## src/rtl/fifo_wr_arbiter_if.sv

```systemverilog
`default_nettype none
// ============================================================================
// Module      : fifo_wr_arbiter_if
// Description : Bundle of signals between the producers, the arbiter and the
//               FIFO write port.
//               master - producer/FIFO side: drives req_valid, req_data, full;
//                        observes req_ready, write_enb, data_in, grant_vld,
//                        grant_id, wr_count
//               slave  - arbiter side: the mirror image of master
// Revision    : 1.0 - initial release
// ============================================================================
interface fifo_wr_arbiter_if #(
  parameter int NUM_REQ = 4,
  parameter int DATA_W  = 8,
  parameter int ID_W    = $clog2(NUM_REQ)
);
  logic [NUM_REQ-1:0]        req_valid;
  logic [NUM_REQ*DATA_W-1:0] req_data;
  logic [NUM_REQ-1:0]        req_ready;
  logic                      full;
  logic                      write_enb;
  logic [DATA_W-1:0]         data_in;
  logic                      grant_vld;
  logic [ID_W-1:0]           grant_id;
  logic [15:0]               wr_count;

  modport master (
    output req_valid, req_data, full,
    input  req_ready, write_enb, data_in, grant_vld, grant_id, wr_count
  );

  modport slave (
    input  req_valid, req_data, full,
    output req_ready, write_enb, data_in, grant_vld, grant_id, wr_count
  );
endinterface
`default_nettype wire

```

## src/rtl/fifo_wr_arbiter.sv

```systemverilog
`default_nettype none
// ============================================================================
// Module      : fifo_wr_arbiter
// Description : Round-robin arbiter sharing one FIFO write port among NUM_REQ
//               valid/ready producers. A grant lasts for up to BURST_MAX
//               writes, or until the granted producer drops valid, and then
//               rotates. No write is issued while the FIFO reports full.
// Ports       : clk   - clock, all state updates on the rising edge
//               reset - asynchronous, active-high reset
//               bus   - slave modport of fifo_wr_arbiter_if
//                       (req_valid/req_data/full in;
//                        req_ready/write_enb/data_in/grant_vld/grant_id/
//                        wr_count out)
// Revision    : 1.0 - initial release
// ============================================================================
module fifo_wr_arbiter #(
  parameter int NUM_REQ   = 4,
  parameter int DATA_W    = 8,
  parameter int BURST_MAX = 4
) (
  input wire               clk,
  input wire               reset,
  fifo_wr_arbiter_if.slave bus
);

  localparam int ID_W = $clog2(NUM_REQ);
  // Holds 0..BURST_MAX so the final increment before release cannot wrap.
  localparam int BC_W = $clog2(BURST_MAX + 1);

  typedef enum logic [0:0] {
    ST_IDLE  = 1'b0,
    ST_GRANT = 1'b1
  } state_t;

  state_t            state_q,     state_d;
  logic [ID_W-1:0]   grant_id_q,  grant_id_d;
  logic [ID_W-1:0]   last_ptr_q,  last_ptr_d;
  logic [BC_W-1:0]   burst_cnt_q, burst_cnt_d;
  logic [15:0]       wr_count_q,  wr_count_d;

  logic [DATA_W-1:0] w_data [NUM_REQ];
  logic              w_granted;
  logic              w_cur_valid;
  logic              w_xfer;
  logic              w_sel_found;
  logic [ID_W-1:0]   w_sel_id;
  logic [ID_W-1:0]   w_idx;

  for (genvar i = 0; i < NUM_REQ; i++) begin : g_unpack
    assign w_data[i] = bus.req_data[i*DATA_W +: DATA_W];
  end

  // Outputs are gated by reset as well as by the state so that nothing can
  // reach the FIFO while reset is high, independent of register timing.
  assign w_granted   = (state_q == ST_GRANT) && !reset;
  assign w_cur_valid = bus.req_valid[grant_id_q];
  assign w_xfer      = w_granted && w_cur_valid && !bus.full;

  assign bus.write_enb = w_xfer;
  assign bus.data_in   = w_granted ? w_data[grant_id_q] : '0;
  assign bus.grant_vld = w_granted;
  assign bus.grant_id  = grant_id_q;
  assign bus.wr_count  = wr_count_q;

  always_comb begin
    bus.req_ready = '0;
    if (w_xfer) begin
      bus.req_ready[grant_id_q] = 1'b1;
    end
  end

  // Round-robin search: first valid requester starting just after the
  // previous winner, wrapping around.
  always_comb begin
    w_sel_found = 1'b0;
    w_sel_id    = '0;
    w_idx       = '0;
    for (int k = 1; k <= NUM_REQ; k++) begin
      w_idx = ID_W'((int'(last_ptr_q) + k) % NUM_REQ);
      if (!w_sel_found && bus.req_valid[w_idx]) begin
        w_sel_found = 1'b1;
        w_sel_id    = w_idx;
      end
    end
  end

  always_comb begin
    state_d     = state_q;
    grant_id_d  = grant_id_q;
    last_ptr_d  = last_ptr_q;
    burst_cnt_d = burst_cnt_q;
    wr_count_d  = wr_count_q;
    case (state_q)
      ST_IDLE: begin
        if (w_sel_found) begin
          state_d     = ST_GRANT;
          grant_id_d  = w_sel_id;
          burst_cnt_d = '0;
        end
      end
      ST_GRANT: begin
        if (!w_cur_valid) begin
          // Producer gave up mid-burst: release without writing.
          state_d    = ST_IDLE;
          last_ptr_d = grant_id_q;
        end else if (!bus.full) begin
          if (wr_count_q != 16'hFFFF) begin
            wr_count_d = wr_count_q + 16'd1;
          end
          burst_cnt_d = burst_cnt_q + BC_W'(1);
          if (burst_cnt_q == BC_W'(BURST_MAX - 1)) begin
            state_d    = ST_IDLE;
            last_ptr_d = grant_id_q;
          end
        end
        // full with valid held: stall, grant and burst count unchanged.
      end
      default: begin
        state_d = ST_IDLE;
      end
    endcase
  end

  always_ff @(posedge clk or posedge reset) begin
    if (reset) begin
      state_q     <= ST_IDLE;
      grant_id_q  <= '0;
      last_ptr_q  <= ID_W'(NUM_REQ - 1);
      burst_cnt_q <= '0;
      wr_count_q  <= '0;
    end else begin
      state_q     <= state_d;
      grant_id_q  <= grant_id_d;
      last_ptr_q  <= last_ptr_d;
      burst_cnt_q <= burst_cnt_d;
      wr_count_q  <= wr_count_d;
    end
  end

  a_ready_onehot0 : assert property (@(posedge clk) disable iff (reset)
    $onehot0(bus.req_ready));
  a_no_write_full : assert property (@(posedge clk) disable iff (reset)
    bus.write_enb |-> !bus.full);
  a_we_is_ready   : assert property (@(posedge clk) disable iff (reset)
    bus.write_enb == (|bus.req_ready));

endmodule
`default_nettype wire

```

## src/flat_wrapper.sv

```systemverilog
// flat-port wrapper written by rule: the top's interface ports become plain ports
module fifo_wr_arbiter_flat 
#(
  parameter int NUM_REQ   = 4,
  parameter int DATA_W    = 8,
  parameter int BURST_MAX = 4
)
  (clk, reset, bus_req_valid, bus_req_data, bus_full, bus_req_ready, bus_write_enb, bus_data_in, bus_grant_vld, bus_grant_id, bus_wr_count);
  fifo_wr_arbiter_if #(.NUM_REQ(NUM_REQ), .DATA_W(DATA_W), .ID_W((2))) bus_i ();
  input wire clk;
  input wire reset;
  input wire logic [$bits(bus_i.req_valid)-1:0] bus_req_valid;
  input wire logic [$bits(bus_i.req_data)-1:0] bus_req_data;
  input wire logic [$bits(bus_i.full)-1:0] bus_full;
  output wire logic [$bits(bus_i.req_ready)-1:0] bus_req_ready;
  output wire logic [$bits(bus_i.write_enb)-1:0] bus_write_enb;
  output wire logic [$bits(bus_i.data_in)-1:0] bus_data_in;
  output wire logic [$bits(bus_i.grant_vld)-1:0] bus_grant_vld;
  output wire logic [$bits(bus_i.grant_id)-1:0] bus_grant_id;
  output wire logic [$bits(bus_i.wr_count)-1:0] bus_wr_count;
  assign bus_i.req_valid = bus_req_valid;
  assign bus_i.req_data = bus_req_data;
  assign bus_i.full = bus_full;
  assign bus_req_ready = bus_i.req_ready;
  assign bus_write_enb = bus_i.write_enb;
  assign bus_data_in = bus_i.data_in;
  assign bus_grant_vld = bus_i.grant_vld;
  assign bus_grant_id = bus_i.grant_id;
  assign bus_wr_count = bus_i.wr_count;
  fifo_wr_arbiter #(.NUM_REQ(NUM_REQ), .DATA_W(DATA_W), .BURST_MAX(BURST_MAX)) u_core (.clk(clk), .reset(reset), .bus(bus_i));
endmodule
```

## config.mk

```make
export PLATFORM = sky130hd
export DESIGN_NAME = fifo_wr_arbiter_flat
export DESIGN_NICKNAME = d
export VERILOG_FILES = /design/src/rtl/fifo_wr_arbiter_if.sv /design/src/rtl/fifo_wr_arbiter.sv /design/src/flat_wrapper.sv
export SDC_FILE = /design/constraint.sdc
export NUM_CORES = 1
export LEC_CHECK = 0
export ABC_CLOCK_PERIOD_IN_PS = 3500
export CAP_MARGIN = 20
export CORE_MARGIN = 3
export CORE_UTILIZATION = 41
export DETAILED_ROUTE_END_ITERATION = 10
export PLACE_DENSITY = 0.8
export SETUP_SLACK_MARGIN = 0.1
export SLEW_MARGIN = 20
export SYNTH_ARGS = -nofsm -noshare
export SYNTH_HDL_FRONTEND = slang
export SYNTH_SLANG_ARGS = --single-unit
```

## constraint.sdc

```tcl
create_clock -name clk -period 3.5 [get_ports clk]
set_clock_uncertainty 0.05 [all_clocks]
set_input_delay 1.05 -clock clk [delete_from_list [all_inputs] [get_ports clk]]
set_output_delay 1.05 -clock clk [all_outputs]
set_load 0.1 [all_outputs]
```

-- After elaboration in Yosys (flattened, before gate mapping)
Cells that the tools add are included.
- input port bits: 39
- flip-flop bits (word level): 24
- equal/unequal tests: 7
- $add $sub $neg: 6
- magnitude comparators: 7
- muxes and demuxes: 37
- bitwise logic cells: 3
- reductions and logical operators: 16
- operators with widths (kind ; count):
    $mux W8 ; 3
    $add A16 B1 Y16 const B ; 1
    $bmux W8 S2 ; 1
    $ne A16 B16 Y1 const B ; 1
    $lt A2 B3 Y1 const B ; 5
    $mux W1 ; 14
    $mux W2 ; 7
    $bmux W1 S2 ; 5
    $mux W3 ; 3
    $ne A2 B2 Y1 const B ; 4
    $logic_and A1 B1 Y1 ; 7
    $pmux W3 S2 ; 1
    $reduce_and A3 Y1 ; 2
    $logic_not A1 Y1 ; 5
    $add A2 B1 Y2 const B ; 2
    $add A2 B2 Y2 const B ; 2
    $mux W4 ; 1
    $reduce_and A4 Y1 ; 1
    $add A3 B1 Y3 const B ; 1
    $eq A3 B2 Y1 const B ; 1
    $ge A3 B3 Y1 const B ; 1
    $not A2 Y3 ; 1
    $demux W1 S2 ; 1
    $ge A2 B1 Y1 const B ; 1
    other kinds (4) ; 5

-- Logic depth before layout (Yosys ltp)
- depth after elaboration: 15
- gate-level depth with buffers: 6
- gate-level depth less buffers: 6

-- Worst setup path before layout
No wires, ideal clock.
- kind: input to output
- start: input bus_full
- end: output bus_req_ready[0]
- arrival: 3.764 ns
- stages on the path: 3
- path slack: -1.364 ns
- path buffers: 0
- data required time: 2.400 ns
- path through: or3b_4 > or2_2 > nor3_1
- word-level cells in the longest chain between the ends: 3
- RTL lines (what ; RTL line ; source):
    start: declaration ; flat_wrapper.sv:14 ; input wire logic [$bits(bus_i.full)-1:0] bus_full;
    $logic_not A1 Y1 ; fifo_wr_arbiter.sv:57 ; assign w_xfer = w_granted && w_cur_valid && !bus.full;
    $logic_and A1 B1 Y1 ; fifo_wr_arbiter.sv:57 ;
    $mux W4 ; fifo_wr_arbiter.sv:67 ; if (w_xfer) begin
    end: declaration ; flat_wrapper.sv:15 ; output wire logic [$bits(bus_i.req_ready)-1:0] bus_req_ready;
Every way passes these cells.

-- Worst setup path after layout
- start: input bus_req_data[14]
- end: output bus_data_in[6]
- word-level cells in the longest chain between the ends: 4
- RTL lines (what ; RTL line ; source):
    start: declaration ; flat_wrapper.sv:13 ; input wire logic [$bits(bus_i.req_data)-1:0] bus_req_data;
    $bmux W8 S2 ; fifo_wr_arbiter.sv:60 ; assign bus.data_in = w_granted ? w_data[grant_id_q] : '0;
    $mux W8 (implied by the code) (2 in series) ; fifo_wr_arbiter.sv:60 ;
    $mux W8 ; fifo_wr_arbiter.sv:60 ;
    end: declaration ; flat_wrapper.sv:17 ; output wire logic [$bits(bus_i.data_in)-1:0] bus_data_in;
Every way passes these cells. The select of a mux whose other input is x is not followed.

==> flow_summary.yaml <==
clock_tree:
  cts_sinks: 24
  clock_latency_ns: 0.27
  cts_made_buffers: 3
  htreeDepth: 1
  cts-hold-fix-buffers: 0
  clk_pin_slew_worst_paths_ns: 0.09
  clock_path_buffers: 2
  cts_tree: "yes"
  clock-root-buffer: "clkbuf_8"
detailed_routing:
  drt_iter0_markers: 40
  totalWireLength_um: 4720
  drtPass1Iterations: 4
  num_vias: 1476
  vias_per_cell: 5.47
  ant_nets: 0
  drcViolationCount: 0
  wire_per_inst_um: 17.5
setup_path:
  cp_max_fo: 1
  timing.critical_path.from: "bus_req_data[14]"
  endpoint: "bus_data_in[6]"
  r2r_cells: 6
  reg2reg_slack_ns: 1.10
  crit_required_ns: 2.40
  timing.rr.end: "u_core.bus.wr_count[1]"
  r2r-start: "u_core.state_q"
  critPathKind: "in2out"
  cp_data_arrival_time_ns: 2.29
  end_kind: "output port"
  startpoint_type: "primary input"
global_route:
  grt.overflow.total: 0
  grt.total_usage_pct: 21.8
  grt_pass1_wl_um: 7360
  antenna_found_initial: 0
  grt_max_degree: 25
  grt_pass1_vias: 1505
synthesis:
  synth_xor_area_share_pct: 7.37
  synth_edf_count: 0
  synth_mux_area_share_pct: 15.2
  synth_compound_area_share_pct: 8.02
  seq_area_frac_synth_pct: 39.1
  synthCells: 145
  yosysTopAreaCellShare_pct: 35.7
  syn-cell-area_sq_mm: 0.00154
  yosys.area_share.simple_pct: 24.6
  ys_warn_count: 0
  synth_flop_cell: "dfrtp_1"
  async_flop_share_pct: 100
  syn_avg_cell_area_sq_um: 10.6
  ys_ff_latch: 24
  synthTopCellsByArea: "dfrtp_1 (36%), mux4_2 (12%), xnor2_1 (6.2%)"
  synth_nets: 187
  synth.most_common_cell: "dfrtp_1"
  synthDistinctLibCells: 38
  synth_common_cells: "dfrtp_1 (22), and3_1 (13), nand2_1 (12)"
  synth_top_family_by_area: "simple AND/OR/NAND/NOR gates"
  yosysTopAreaCell: "dfrtp_1"
  synth_adder_area_share_pct: 2.43
floorplanning:
  rows: 21
  die_w_um: 67.4
  fp.dieArea_sq_mm: 0.00454
  die_h_um: 67.4
  ioPinCount: 71
  core-area_sq_mm: 0.00347
  initial_utilization_pct: 44.5
power:
  ir_worst_vdd_v: 0.000704
  pwr-share-comb_pct: 64.1
  swShare_pct: 51.5
  powerDensity_mw_per_mm2: 786
  power_frac_clock_pct: 11.7
  switching_power_mw: 1.06
  leakage_nw: 1.23
  p_total_mw: 2.05
  intPower_mw: 0.997
  p_seq_share_pct: 24.2
finish:
  instances_no_fill: 270
  nNetsFinal: 267
  final_layout_size_suffix_gt1_share_pct: 38.4
  antennaDiodeCount: 0
  syn2layout_area_growth_pct: 69.2
sta:
  hold_violations: 0
  timing.final.crit_share_pct: 96.9
  slew-limit-headroom_pct: 64.5
  final-setup-viol-count: 0
  final_max_slew_viol_count: 0
  tightest_slew_ns: 0.533
  period_minus_slack_ns: 3.39
  rsz0062_at_grt: "no"
  max_freq_mhz: 295
status:
  status: "completed"
flow_run:
  maxCapViolCount: 0
placement:
  place.gp.congestion: 0.871
  place_inst: 266
  hpwl_um: 3740
  port_buffers: 70
min_path:
  hold_path_class: "reg2reg"
## logic make-up (layout without fill, tap and decap cells)
logic type               Yosys count  count (layout)
flip-flops                        24              24
adder cells (fa/ha/maj)            3               3
buffers and inverters             11              90
multiplexers                      13              13
XOR/XNOR                          13              13
AO/OA/AOI/OAI                     17              17
AND/OR/NAND/NOR                   64              64
## power by group through the flow
stage                     combinational [mW]  sequential (mW)  clock [mW]
after global placement                  1.27            0.489           0
after CTS                               1.32            0.499       0.249
after detailed placement                1.30            0.501           0
final                                   1.32            0.496       0.241
after floorplan                        0.709            0.697           0
after global routing                    1.37            0.517       0.262
## worst max-delay path, cell delays in order
cell and delay [ns]:
clkdlybuf4s50_1 0.42, mux4_2 0.46, and3_4 0.21, buf_12 0.16
## layer usage
metal | wire (um) | track usage (%) | vias to the layer above
li1 | - | - | 696
met1 | 1840 | 25.6 | 718
met2 | 2380 | 39.6 | 60
met3 | 470 | 5.82 | 2
met4 | 27 | 4.56 | 0
met5 | 0 | 0 | -
## sequential cells by signal, summed over array words and instances (netlist names)
name and cells:
u_core.bus.wr_count 16, u_core.burst_cnt_q 3, u_core.bus.grant_id 2, u_core.state_q 1, u_core.last_ptr_q 2
## how the worst min path moves through the flow
stage	start	endpoint	slack [ns]	cells past startpoint
after global routing	u_core.bus.wr_count[5]	u_core.bus.wr_count[5]	0.50	1
after floorplan	u_core.burst_cnt_q[0]	u_core.burst_cnt_q[0]	0.42	1
after global placement	u_core.burst_cnt_q[2]	u_core.burst_cnt_q[2]	0.43	2
after detailed placement	u_core.bus.wr_count[5]	u_core.bus.wr_count[5]	0.44	1
after CTS	u_core.bus.wr_count[5]	u_core.bus.wr_count[5]	0.45	1
final	u_core.bus.wr_count[5]	u_core.bus.wr_count[5]	0.46	1
## area by class of cell
| type | count | area [sq um] |
|---|---|---|
| multi-input combinational | 110 | 971 |
| timing repair buffer | 81 | 890 |
| fill | 244 | 856 |
| sequential | 24 | 604 |
| tap | 46 | 57.6 |
| clock buffer | 3 | 41.3 |
| clock inverter | 1 | 30.0 |
| inverter | 5 | 18.8 |
## per-stage QoR
step / setup TNS, ns / setup slack (ns) / utilization (%) / hold slack (ns) / cell area [sq um]
4_1_cts: 0 / 0.103 / 74.5 / 0.454 / 2580
6_report: 0 / 0.108 / 75.3 / 0.457 / 2610
3_3_place_gp: -0.398 / -0.171 / 71.9 / 0.433 / 2490
3_5_place_dp: -0.412 / -0.175 / 71.9 / 0.437 / 2490
5_1_grt: 0 / 0.101 / 75.3 / 0.505 / 2610
2_1_floorplan: -0.412 / -0.172 / - / 0.417 / 1590
## cell usage in the layout, fill, tap and decap left out, types with 3 or more instances in the layout
cell             instances
mux4_2                   8
xnor2_1                 11
clkdlybuf4s50_1         17
nor3_4                   3
dlygate4sd2_1            9
mux2_2                   4
ha_1                     3
clkbuf_8                 3
dlymetal6s2s_1          11
nand2b_1                 3
and3_1                   5
and3_4                   8
nand2_1                 11
buf_4                   29
nand4_1                  7
dfrtp_1                 21
nor2_1                   4
a21oi_1                  5
inv_1                    4
nand3_1                  8
buf_12                  14
o21ai_0                  5
## repair_timing
action | 4_1_cts | 5_1_grt
endpoints found under the setup margin | 13 | 9
setup buffers | 0 | 0
gates resized for setup | 22 | 13
pin swaps | 3 | 1
gates cloned | 0 | 0
(Power assumes the default switching activity.)
